**src/rtl/conv2_sched.sv**
```systemverilog
// Channel-loop sequencer for the layer-2 convolution engine: weight-bank loads,
// round-robin lane dispatch and first/last-channel tagging of filter results.
module conv2_sched #(
  parameter int CHANNEL_NUM    = 32,
  parameter int FILTER_NUM     = 64,
  parameter int WINDOWS_PER_CH = 285,
  parameter int LANES          = 9,
  parameter int LATENCY        = 10,
  parameter int WLOAD_CYCLES   = 2
) (
  input  logic             clk,
  input  logic             rst_n,
  input  logic             start,
  input  logic             abort,
  input  logic             valid_in,
  output logic             in_ready,
  output logic [LANES-1:0] lane_load,
  output logic [3:0]       lane_sel,
  output logic [7:0]       ch_idx,
  output logic [15:0]      wbank_addr,
  output logic             wbank_load,
  output logic             out_valid,
  output logic [3:0]       out_lane,
  output logic             out_first,
  output logic             out_last,
  output logic             busy,
  output logic             done
);

  localparam int WIN_TAPS    = 9;
  localparam int ADDR_STRIDE = FILTER_NUM * WIN_TAPS;

  typedef enum logic [2:0] {IDLE, LOAD_W, RUN, DRAIN, DONE} state_t;

  typedef struct packed {
    logic       valid;
    logic [3:0] lane;
    logic       first;
    logic       last;
  } tag_t;

  state_t     state_r;
  logic [8:0] win_cnt_r;
  logic [7:0] wait_cnt_r;
  tag_t       pipe_r [LATENCY];
  logic       accept_s;

  // Base of a channel's weight block; deliberately truncated to the 16-bit bus.
  function automatic logic [15:0] bank_base(input logic [7:0] ch);
    return 16'(32'(ch) * 32'(ADDR_STRIDE));
  endfunction

  // abort and reset win over a beat presented in the same cycle
  assign accept_s = in_ready & valid_in & ~abort & rst_n;

  // One-hot capture strobe for the lane that owns the accepted beat
  always_comb begin
    lane_load = '0;
    if (accept_s) begin
      lane_load = {{(LANES-1){1'b0}}, 1'b1} << lane_sel;
    end else begin
      lane_load = '0;
    end
  end

  // Channel-loop state machine with registered control outputs
  always_ff @(posedge clk) begin
    if (!rst_n || abort) begin
      state_r    <= IDLE;
      in_ready   <= 1'b0;
      lane_sel   <= 4'd0;
      ch_idx     <= 8'd0;
      wbank_addr <= 16'd0;
      wbank_load <= 1'b0;
      busy       <= 1'b0;
      done       <= 1'b0;
      win_cnt_r  <= 9'd0;
      wait_cnt_r <= 8'd0;
    end else begin
      wbank_load <= 1'b0;
      done       <= 1'b0;
      case (state_r)
        IDLE: begin
          if (start) begin
            state_r    <= LOAD_W;
            busy       <= 1'b1;
            ch_idx     <= 8'd0;
            wbank_addr <= bank_base(8'd0);
            wbank_load <= 1'b1;
            lane_sel   <= 4'd0;
            win_cnt_r  <= 9'd0;
            wait_cnt_r <= 8'd0;
          end
        end
        LOAD_W: begin
          if (wait_cnt_r == 8'(WLOAD_CYCLES - 1)) begin
            state_r    <= RUN;
            in_ready   <= 1'b1;
            wait_cnt_r <= 8'd0;
          end else begin
            wait_cnt_r <= wait_cnt_r + 8'd1;
          end
        end
        RUN: begin
          if (accept_s) begin
            lane_sel  <= (lane_sel == 4'(LANES - 1)) ? 4'd0 : lane_sel + 4'd1;
            win_cnt_r <= win_cnt_r + 9'd1;
            if (win_cnt_r == 9'(WINDOWS_PER_CH - 1)) begin
              state_r    <= DRAIN;
              in_ready   <= 1'b0;
              wait_cnt_r <= 8'd0;
            end
          end
        end
        DRAIN: begin
          // hold weights until every beat tagged with this channel has left the array
          if (wait_cnt_r == 8'(LATENCY - 1)) begin
            wait_cnt_r <= 8'd0;
            if (ch_idx == 8'(CHANNEL_NUM - 1)) begin
              state_r <= DONE;
              done    <= 1'b1;
            end else begin
              state_r    <= LOAD_W;
              ch_idx     <= ch_idx + 8'd1;
              wbank_addr <= bank_base(ch_idx + 8'd1);
              wbank_load <= 1'b1;
              lane_sel   <= 4'd0;
              win_cnt_r  <= 9'd0;
            end
          end else begin
            wait_cnt_r <= wait_cnt_r + 8'd1;
          end
        end
        DONE: begin
          state_r <= IDLE;
          busy    <= 1'b0;
        end
        default: begin
          state_r  <= IDLE;
          in_ready <= 1'b0;
          busy     <= 1'b0;
        end
      endcase
    end
  end

  // Tag shift register mirroring the filter-array latency
  always_ff @(posedge clk) begin
    if (!rst_n || abort) begin
      for (int i = 0; i < LATENCY; i++) begin
        pipe_r[i] <= '0;
      end
    end else begin
      pipe_r[0].valid <= accept_s;
      pipe_r[0].lane  <= accept_s ? lane_sel : 4'd0;
      pipe_r[0].first <= accept_s & (ch_idx == 8'd0);
      pipe_r[0].last  <= accept_s & (ch_idx == 8'(CHANNEL_NUM - 1));
      for (int i = 1; i < LATENCY; i++) begin
        pipe_r[i] <= pipe_r[i-1];
      end
    end
  end

  assign out_valid = pipe_r[LATENCY-1].valid;
  assign out_lane  = pipe_r[LATENCY-1].lane;
  assign out_first = pipe_r[LATENCY-1].first;
  assign out_last  = pipe_r[LATENCY-1].last;

endmodule

```
**config.mk**
```make
export PLATFORM = sky130hd
export DESIGN_NAME = conv2_sched
export DESIGN_NICKNAME = d
export VERILOG_FILES = /design/src/rtl/conv2_sched.sv
export SDC_FILE = /design/constraint.sdc
export NUM_CORES = 1
export LEC_CHECK = 0
export BUFFER_PORTS_ARGS = -buffer_cell sky130_fd_sc_hd__buf_2
export CAP_MARGIN = 20
export CORE_ASPECT_RATIO = 0.6
export CORE_MARGIN = 4
export CORE_UTILIZATION = 50
export DETAILED_ROUTE_END_ITERATION = 7
export MAX_ROUTING_LAYER = met4
export PLACE_DENSITY = 0.75
export RECOVER_POWER = 25
export SYNTH_ARGS = -nofsm -noshare
export SYNTH_HDL_FRONTEND = slang
export SYNTH_SLANG_ARGS = --single-unit
```
**constraint.sdc**
```tcl
create_clock -name clk -period 3.5 [get_ports clk]
set_clock_uncertainty 0.05 [all_clocks]
set_input_delay 0.175 -clock clk [delete_from_list [all_inputs] [get_ports clk]]
set_output_delay 0.175 -clock clk [all_outputs]
set_load 0.01 [all_outputs]
```
==> results of run 1 <==
-- sequential cells by signal (all words and copies together), names as in the netlist --
register,count
ch_idx,8
done,1
wbank_load,1
wait_cnt_r,8
wbank_addr,7
pipe_r,70
lane_sel,4
state_r,3
win_cnt_r,9
busy,1
in_ready,1
-- area by class of cell --
| type | instances | area, um2 | area share [%] |
|---|---|---|---|
| flip-flops and latches | 113 | 2260 | 42.0 |
| multi-input cells | 313 | 2070 | 38.5 |
| clock buffers | 22 | 454 | 8.44 |
| repair buffers | 51 | 250 | 4.65 |
| well taps | 112 | 140 | 2.60 |
| clock inverters | 10 | 135 | 2.51 |
| inverters | 18 | 67.6 | 1.26 |
-- logic make-up (layout without fill, tap and decap cells) --
logic type      Yosys count  after routing
simple gates            194            194
flops                   113            113
compound gates           69             69
buf+inv                  46            101
fa+ha+maj                21             21
xor+xnor                 21             21
mux                       2              2
other cells               1              6
-- worst reg2reg max path, stage by stage (launching register included) --
cell	delay [ns]
dfxtp_1	0.43
ha_1	0.35
nand3_1	0.17
xnor2_1	0.27
ha_1	0.28
ha_1	0.24
fa_1	0.41
a21o_1	0.20
a21oi_1	0.19
xnor2_1	0.14
nand3_1	0.09
a21oi_1	0.15
-- cells in the final DEF (no fill, tap or decap), drive strengths merged, types with 7 or more instances in the layout --
| cell | count |
|---|---|
| a21oi | 32 |
| and2 | 70 |
| and3 | 12 |
| buf | 41 |
| clkbuf | 32 |
| dfxtp | 113 |
| ha | 20 |
| inv | 18 |
| nand2 | 22 |
| nand3 | 21 |
| nor2 | 29 |
| nor3 | 7 |
| o21ai | 9 |
| xnor2 | 11 |
| xor2 | 10 |
-- power by group through the flow --
stage          logic [mW]  registers (mW)  clock network, mW
2_1_floorplan       0.133            1.33                  0
3_3_place_gp        0.156            1.33                  0
3_5_place_dp        0.158            1.33                  0
4_1_cts             0.160            1.31               1.72
5_1_grt             0.175            1.31               1.79
6_report            0.161            1.31               1.69
-- worst paths after layout --
path,cells after the start,to,slack [ns],start
max,11,wbank_addr[14],0.45,ch_idx[1]
min,3,busy,0.07,start
max reg2reg,11,wbank_addr[14],0.45,ch_idx[1]
min reg2reg,1,pipe_r[2][2],0.37,pipe_r[1][2]
-- per-layer routing --
layer	track usage, %	up-vias	share of wire (%)
li1	-	1665	-
met1	24.3	1560	47
met2	27.2	117	43
met3	8.32	18	7.8
met4	6.37	0	1.5
met5	-	-	0
-- cells in the mapped netlist (2+ instances only) --
master	n
a211oi_1	3
a21o_1	2
a21oi_1	31
a31oi_1	4
and2_1	70
and3_1	12
buf_2	4
buf_4	9
clkbuf_1	14
dfxtp_1	113
ha_1	20
inv_1	18
mux2i_1	2
nand2_1	22
nand3_1	21
nand3b_1	2
nand4_1	6
nand4b_1	3
nor2_1	28
nor2b_1	3
nor3_1	7
nor4_1	2
o211ai_1	3
o21ai_0	8
o31ai_1	5
o41ai_2	3
or3_1	6
or4_1	4
xnor2_1	11
xor2_1	10
==> impl_metrics.py, run 1 <==
metrics = {
    "outcome": {
        "status": "completed",
    },
    "detailed_routing": {
        "drt-pass1-iter-count": 5,
        "postRouteWirelength_mm": 9.12,
        "ant_nets": 0,
        "drt-initial-drc-count": 302,
        "vias": 3360,
        "wire_per_inst_um": 14.3,
        "avgViaCountPerCell": 5.26,
        "drc": 0,
    },
    "final_layout": {
        "stdcell_count": 639,
        "final_util_pct": 62.2,
        "n_antenna_cell": 0,
        "drive_above_1_share_pct": 15.2,
        "stdcell_area_um2": 5380,
        "num-nets-final": 540,
        "nFillCells": 725,
        "syn2layout_area_growth_pct": 18.7,
    },
    "logic_synthesis": {
        "seq_area_frac_synth_pct": 49.9,
        "synthArstFlopShare_pct": 0,
        "synth_ff_type": "dfxtp_1",
        "synth_area_leader_cell": "dfxtp_1",
        "synthAdderAreaFrac_pct": 5.96,
        "synth_simple_gate_area_share_pct": 24.1,
        "avgSynthCellArea_um2": 9.71,
        "synth_top_family_by_area": "simple AND/OR/NAND/NOR gates",
        "synthXorXnorAreaFrac_pct": 4.06,
        "synth_edf_count": 0,
        "ys_warn_count": 0,
        "synth_compound_area_share_pct": 10.7,
        "yosys-top-cells-area": "dfxtp_1, and2_1, ha_1, a21oi_1, nand3_1",
        "synthMuxAreaShare_pct": 0.442,
        "syn_inst": 467,
        "netlist_area_um2": 4530,
        "ys_seq_elements": 113,
        "ys_types": 51,
        "synth_top_area_share_pct": 49.9,
    },
    "floorplan": {
        "die_x_um": 131,
        "core_area_um2": 8650,
        "die_h_um": 81.8,
        "ios": 53,
        "die-area_um2": 10700,
        "start_util_pct": 52.4,
        "rows": 26,
    },
    "placed_design": {
        "place_inst": 607,
        "pre_cts_slack_ns": 0.495,
        "gp_congestion": 0.854,
        "dpl-instance-area_um2": 4820,
        "dpl.hpwl_mm": 6.13,
        "portBuffers": 46,
    },
    "clock_network": {
        "cts_made_buffers": 17,
        "clkTransAtPathRegs_ns": 0.05,
        "clk_path_buf_depth": 2,
        "post_cts_resized": 0,
        "clk_latency_ns": 0.41,
        "cts_hold_buffers": 0,
        "post_cts_buffers": 0,
        "clock-sinks": 113,
        "htreeDepth": 4,
        "cts_tree": "yes",
        "clock-root-buffer": "clkbuf_16",
    },
    "setup_path": {
        "arrival_ns": 3.32,
        "crit_buf_inv": 0,
        "startpoint_type": "flop",
        "crit_family": "adder cells",
        "critPathMaxStageDelay_ns": 0.43,
        "critPathRequiredTime_ns": 3.77,
        "endpoint_kind": "flop",
        "cp_cell_sequence": "ha_1 > nand3_1 > xnor2_1 > ha_1 > ha_1 > fa_1 > a21o_1 > a21oi_1 > xnor2_1 > nand3_1 > a21oi_1",
        "crit_top_cell": "ha_1",
        "crit_path_top_delay_cell": "dfxtp_1",
        "cp_max_fo": 7,
        "crit_type": "reg2reg",
    },
    "power_and_ir_drop": {
        "p_seq_share_pct": 41.4,
        "swShare_pct": 21.8,
        "powerDensity_nw_per_um2": 587,
        "power.internal_mw": 2.47,
        "switching_power_uw": 689,
        "finalPower_mw": 3.16,
        "p_leak_nw": 2.26,
        "vdd_drop_max_mv": 0.379,
        "p_clk_share_pct": 53.5,
        "pwr-share-comb_pct": 5.1,
    },
    "grt": {
        "gr-total-overflow": 0,
        "antenna_found_initial": 0,
        "grt_pass1_vias": 3107,
        "grt_max_degree": 48,
        "grt_util_all_layers_pct": 19.1,
        "grt_pass1_wl_mm": 15.2,
    },
    "timing": {
        "tns_ns": 0,
        "rsz0062_at_grt": "no",
        "post-route-period-util_pct": 87.1,
        "setup_viol": 0,
        "hold_ws_ns": 0.0747,
        "max_slew_margin_pct": 6.29,
        "max_freq_mhz": 328,
        "tightestPinTransition_ns": 1.40,
        "finalMaxSlewViolations": 0,
        "min_period_ns": 3.05,
        "fin_ws_ns": 0.451,
        "hold_violations": 0,
    },
    "job": {
        "cap_viol_max_count": 0,
    },
    "min_path": {
        "holdCritPathClass": "in2reg",
    },
}
No activity file was read; power rests on OpenSTA's default activity.
==> run 2, diff against run 1 <==
==> constraint.sdc (replaced) <==
create_clock -name clk -period 3.5 [get_ports clk]
set_clock_uncertainty 0.05 [all_clocks]
set_input_delay 0.35 -clock clk [delete_from_list [all_inputs] [get_ports clk]]
set_output_delay 0.35 -clock clk [all_outputs]
set_load 0.01 [all_outputs]
==> run 2 against run 1 <==
  * Sequential power barely moved
  * Total power fell by 5.2%
  * The run now ends with max-capacitance violations, max-slew violations left
  * Critical path depth did not move
  * First-iteration DRC count rose by 8.6%
  * Worst setup slack improved by 0.071 ns
  * Sequential cell count did not move
  * Highest routed layer unchanged
  * Critical endpoint unchanged
==> impl_metrics.py, run 2 (synthesized netlist as in run 1, its figures left out) <==
metrics = {
    "outcome": {
        "status": "finished with violations",
        "violations": "max-capacitance violations, max-slew violations",
    },
    "timing": {
        "min_period_ns": 2.98,
        "max_slew_margin_pct": -8.68,
        "fin_ws_ns": 0.523,
        "rsz0062_at_grt": "no",
        "tightestPinTransition_ns": 1.63,
        "hold_violations": 0,
        "post-route-period-util_pct": 85.1,
        "max_freq_mhz": 336,
        "setup_viol": 0,
        "finalMaxSlewViolations": 26,
        "tns_ns": 0,
    },
    "final_layout": {
        "syn2layout_area_growth_pct": 17.3,
        "layout_common_cells": "dfxtp_1, and2_1, a21oi_1",
        "num-nets-final": 540,
        "largest_register": "pipe_r",
        "final_common_cell": "dfxtp_1",
        "drive_above_1_share_pct": 14.1,
        "n_antenna_cell": 0,
        "reg.largest.list": "pipe_r x70, win_cnt_r x9",
        "largest_reg_flops": 70,
    },
    "detailed_routing": {
        "ant_nets": 0,
        "drt-initial-drc-count": 328,
        "vias": 3297,
        "wire_per_inst_um": 13.7,
        "drt-pass1-iter-count": 6,
        "avgViaCountPerCell": 5.18,
        "drc": 0,
        "postRouteWirelength_mm": 8.73,
    },
    "clock_network": {
        "cts_made_buffers": 17,
        "clk_path_buf_depth": 2,
        "clk_latency_ns": 0.40,
        "clock-root-buffer": "clkbuf_16",
        "cts_hold_buffers": 0,
        "cts_tree": "yes",
        "clock-sinks": 113,
        "clkTransAtPathRegs_ns": 0.05,
        "post_cts_buffers": 0,
        "post_cts_resized": 0,
        "htreeDepth": 4,
    },
    "job": {
        "cap_viol_max_count": 1,
    },
    "setup_path": {
        "arrival_ns": 3.24,
        "startpoint_type": "flop",
        "cp_max_fo": 7,
        "critPathRequiredTime_ns": 3.77,
        "crit_type": "reg2reg",
        "timing.rr.end": "wbank_addr[14]",
        "endpoint_kind": "flop",
        "r2r-start": "ch_idx[1]",
        "regToRegSetupSlack_ns": 0.52,
        "ff2ff_path_depth": 11,
    },
    "grt": {
        "grtUsageMet3_pct": 5.33,
        "grt_util_all_layers_pct": 17.8,
        "grt_pass1_wl_mm": 14.3,
        "antenna_found_initial": 0,
        "use_met2_pct": 23.7,
        "gr-total-overflow": 0,
        "use_met1_pct": 24.4,
        "top_usage_layer": "met1",
        "grt_pass1_vias": 2930,
        "grt_max_degree": 47,
    },
    "floorplan": {
        "die-area_um2": 10700,
        "start_util_pct": 52.4,
        "rows": 26,
        "ios": 53,
        "die_h_um": 81.8,
        "die_x_um": 131,
        "core_area_um2": 8650,
    },
    "min_path": {
        "holdCritPathClass": "in2reg",
        "min_from": "start",
        "whs_endpoint": "busy",
        "hold_depth": 3,
    },
    "power_and_ir_drop": {
        "finalPower_mw": 3.00,
        "vdd_drop_max_mv": 0.375,
        "p_leak_nw": 2.20,
        "powerDensity_nw_per_um2": 564,
    },
    "placed_design": {
        "portBuffers": 46,
        "dpl.hpwl_mm": 5.88,
        "pre_cts_slack_ns": 0.527,
        "gp_congestion": 0.866,
    },
}
[run 2: how the worst max path moves through the flow]
stage                    from              to  slack [ns]  cells past startpoint
floorplan           ch_idx[1]  wbank_addr[14]        0.67                     12
global placement    ch_idx[1]  wbank_addr[14]        0.64                     11
detailed placement  ch_idx[1]  wbank_addr[14]        0.53                     11
CTS                 ch_idx[0]  wbank_addr[14]        0.52                     11
global route        ch_idx[1]  wbank_addr[14]        0.26                     11
finish              ch_idx[1]  wbank_addr[14]        0.52                     11
[run 2: per-layer routing]
layer / wire [um] / share of wire (%)
met5: 0 / 0
met4: 167 / 1.9
met3: 667 / 7.6
met2: 3570 / 41
met1: 4330 / 50
[run 2: final cells by class]
| class | count | area (um2) |
|---|---|---|
| Clock inverter | 11 | 91.3 |
| Fill cell | 722 | 3330 |
| Inverter | 18 | 67.6 |
| Tap cell | 112 | 140 |
| Sequential cell | 113 | 2260 |
| Clock buffer | 19 | 443 |
| Multi-Input combinational cell | 313 | 2070 |
| Timing Repair Buffer | 51 | 244 |
[run 2: worst max-delay path, stage by stage (launching register included)]
cell and delay (ns):
dfxtp_1 0.42, ha_1 0.33, nand3_1 0.15, xnor2_1 0.27, ha_1 0.28, ha_1 0.25
fa_1 0.42, a21o_1 0.19, a21oi_1 0.16, xnor2_1 0.13, nand3_1 0.09, a21oi_1 0.15
[run 2: report_power, final]
part           internal [mW]  switching [mW]  leakage [nW]
registers               1.30          0.0112         0.910
logic                 0.0441           0.115          1.03
clock network          0.976           0.556         0.260
total                   2.32           0.682          2.20
[run 2: stage by stage]
stage	instances	hold slack [ns]	utilization, %	area [um2]
2_1_floorplan	472	0.356	-	4550
3_3_place_gp	607	0.358	55.7	4820
3_5_place_dp	607	0.360	55.7	4820
4_1_cts	637	0.223	61.8	5350
5_1_grt	637	0.277	61.5	5320
6_report	637	0.231	61.5	5320
==> run 3, diff against run 2 <==
Settings changed: ABC_AREA set to 1, CORE_MARGIN 4 to 10.
==> run 3 against run 2 <==
  * The run still ends with max-capacitance violations, max-slew violations left
  * Synthesized cell count rose by 39%
  * Via count rose by 18%
  * Worst setup slack improved by 0.18 ns
  * Die area rose by 33%
  * Synthesized area rose by 7.2%
  * Clock power rose by 19%
==> impl_metrics.py, run 3 <==
metrics = {
    "timing": {
        "fin_ws_ns": 0.698,
        "max_slew_margin_pct": -20.8,
        "tightestPinTransition_ns": 1.81,
        "hold_ws_ns": 0.205,
        "hold_violations": 0,
        "post-route-period-util_pct": 80.1,
        "max_freq_mhz": 357,
        "finalMaxSlewViolations": 95,
        "rsz0062_at_grt": "no",
        "tns_ns": 0,
        "setup_viol": 0,
        "min_period_ns": 2.80,
    },
    "final_layout": {
        "drive_above_1_share_pct": 13.4,
        "final_common_cell": "nor2_1",
        "largest_register": "pipe_r",
        "largest_reg_flops": 70,
        "reg.largest.list": "pipe_r x70, win_cnt_r x9",
        "layout_common_cells": "nor2_1, inv_1, dfxtp_1",
        "syn2layout_area_growth_pct": 17.8,
        "n_antenna_cell": 0,
        "num-nets-final": 716,
        "nFillCells": 832,
    },
    "floorplan": {
        "core_area_um2": 9320,
        "die_h_um": 96.4,
        "rows": 27,
        "die_x_um": 147,
        "start_util_pct": 52.1,
        "die-area_um2": 14200,
        "ios": 53,
    },
    "grt": {
        "gr-total-overflow": 0,
        "grt_pass1_vias": 3644,
        "use_met1_pct": 18.9,
        "grt_max_degree": 95,
        "top_usage_layer": "met2",
        "grt_util_all_layers_pct": 15.1,
        "use_met2_pct": 21.4,
        "grtUsageMet3_pct": 4.92,
        "grt_pass1_wl_mm": 16.9,
        "antenna_found_initial": 0,
    },
    "setup_path": {
        "cp_max_fo": 8,
        "critPathRequiredTime_ns": 3.66,
        "endpoint_kind": "flop",
        "ff2ff_path_depth": 13,
        "arrival_ns": 2.96,
        "crit_type": "reg2reg",
        "startpoint_type": "flop",
    },
    "detailed_routing": {
        "vias": 3894,
        "drc": 0,
        "drt-pass1-iter-count": 5,
        "wire_per_inst_um": 11.9,
        "postRouteWirelength_mm": 9.89,
        "avgViaCountPerCell": 4.67,
        "drt-initial-drc-count": 298,
        "ant_nets": 0,
    },
    "logic_synthesis": {
        "yosysMostFrequentCell": "nor2_1",
        "synthArstFlopShare_pct": 0,
        "syn_inst": 647,
        "netlist_area_um2": 4860,
        "synth_area_leader_cell": "dfxtp_1",
        "synth_top_area_share_pct": 46.5,
        "avgSynthCellArea_um2": 7.51,
        "yosys-top-cells-area": "dfxtp_1, nor2_1, inv_1, nand2_1, ha_1",
        "ys_warn_count": 0,
        "synth_ff_type": "dfxtp_1",
        "ys_types": 38,
        "synth_common_cells": "nor2_1, inv_1, dfxtp_1, nand2_1, a21oi_1",
        "ys_seq_elements": 113,
        "synth_edf_count": 0,
        "seq_area_frac_synth_pct": 46.5,
    },
    "clock_network": {
        "post_cts_buffers": 0,
        "cts_hold_buffers": 0,
        "clock-sinks": 113,
        "clk_path_buf_depth": 2,
        "clock-root-buffer": "clkbuf_16",
        "cts_made_buffers": 17,
        "clk_latency_ns": 0.41,
        "htreeDepth": 4,
        "clkTransAtPathRegs_ns": 0.06,
        "cts_tree": "yes",
        "post_cts_resized": 0,
    },
    "power_and_ir_drop": {
        "vdd_drop_max_mv": 0.408,
        "powerDensity_nw_per_um2": 580,
        "p_leak_nw": 2.40,
    },
    "job": {
        "cap_viol_max_count": 1,
    },
    "outcome": {
        "violations": "max-capacitance violations, max-slew violations",
        "status": "finished with violations",
    },
    "placed_design": {
        "pre_cts_slack_ns": 0.757,
        "gp_congestion": 0.910,
        "portBuffers": 46,
        "dpl.hpwl_mm": 6.76,
    },
    "min_path": {
        "hold_depth": 3,
        "holdCritPathClass": "in2reg",
    },
}
==> run 3: per-layer routing <==
layer	part of all wire, %	vias up	routed length (um)
li1	-	2035	-
met1	51	1711	5030
met2	41	136	4040
met3	7.0	12	695
met4	1.3	0	125
met5	0	-	0
==> run 3: final cells by class <==
type / count / area (um2) / area share [%]
inverters: 122 / 460 / 8.04
well taps: 130 / 163 / 2.84
multi-input cells: 389 / 1980 / 34.6
clock inverters: 15 / 208 / 3.63
flip-flops and latches: 113 / 2260 / 39.5
repair buffers: 47 / 226 / 3.95
clock buffers: 17 / 425 / 7.43
==> run 3: kinds of logic (layout without fill, tap and decap cells) <==
group	after synthesis	after routing	synth area share, %
xor+xnor	11	11	1.98
compound gates	63	63	7.34
flops	113	113	46.5
simple gates	288	288	25.5
fa+ha+maj	21	21	5.56
other cells	1	6	0.0772
buf+inv	150	201	13.0
==> run 3: path summary, 6_finish.rpt <==
path                         end         start  slack (ns)
setup / recovery  wbank_addr[14]     ch_idx[2]        0.70
hold / removal      pipe_r[0][6]      valid_in        0.20
setup reg to reg  wbank_addr[14]     ch_idx[2]        0.70
hold reg to reg     pipe_r[7][3]  pipe_r[6][3]        0.35
==> run 3: worst max-delay path, cell delays in order (launching register included) <==
cell and delay, ns:
dfxtp_1 0.51, nand3_1 0.16, nor2_1 0.23, nand2_1 0.10
xor2_1 0.33, and2_1 0.22, nor2_1 0.08, fa_1 0.45
nand3_1 0.11, nand2_1 0.07, xnor2_1 0.13, inv_1 0.05
nand2_1 0.06, a21oi_1 0.05
==> run 3: through the flow <==
stage | instance area, um2 | power (mW) | utilization [%] | cells
after floorplan | 4880 | 1.49 | - | 652
after global placement | 5110 | 1.52 | 54.8 | 801
after detailed placement | 5110 | 1.52 | 54.8 | 801
after CTS | 5750 | 3.35 | 61.6 | 833
after global routing | 5730 | 3.44 | 61.4 | 833
final | 5730 | 3.32 | 61.4 | 833
==> run 3: report_power, final <==
| group | switching (mW) | internal (mW) | leakage [nW] |
|---|---|---|---|
| sequential | 0.0147 | 1.30 | 0.911 |
| clock | 0.625 | 1.20 | 0.296 |
| combinational | 0.138 | 0.0471 | 1.19 |
| total | 0.778 | 2.54 | 2.40 |
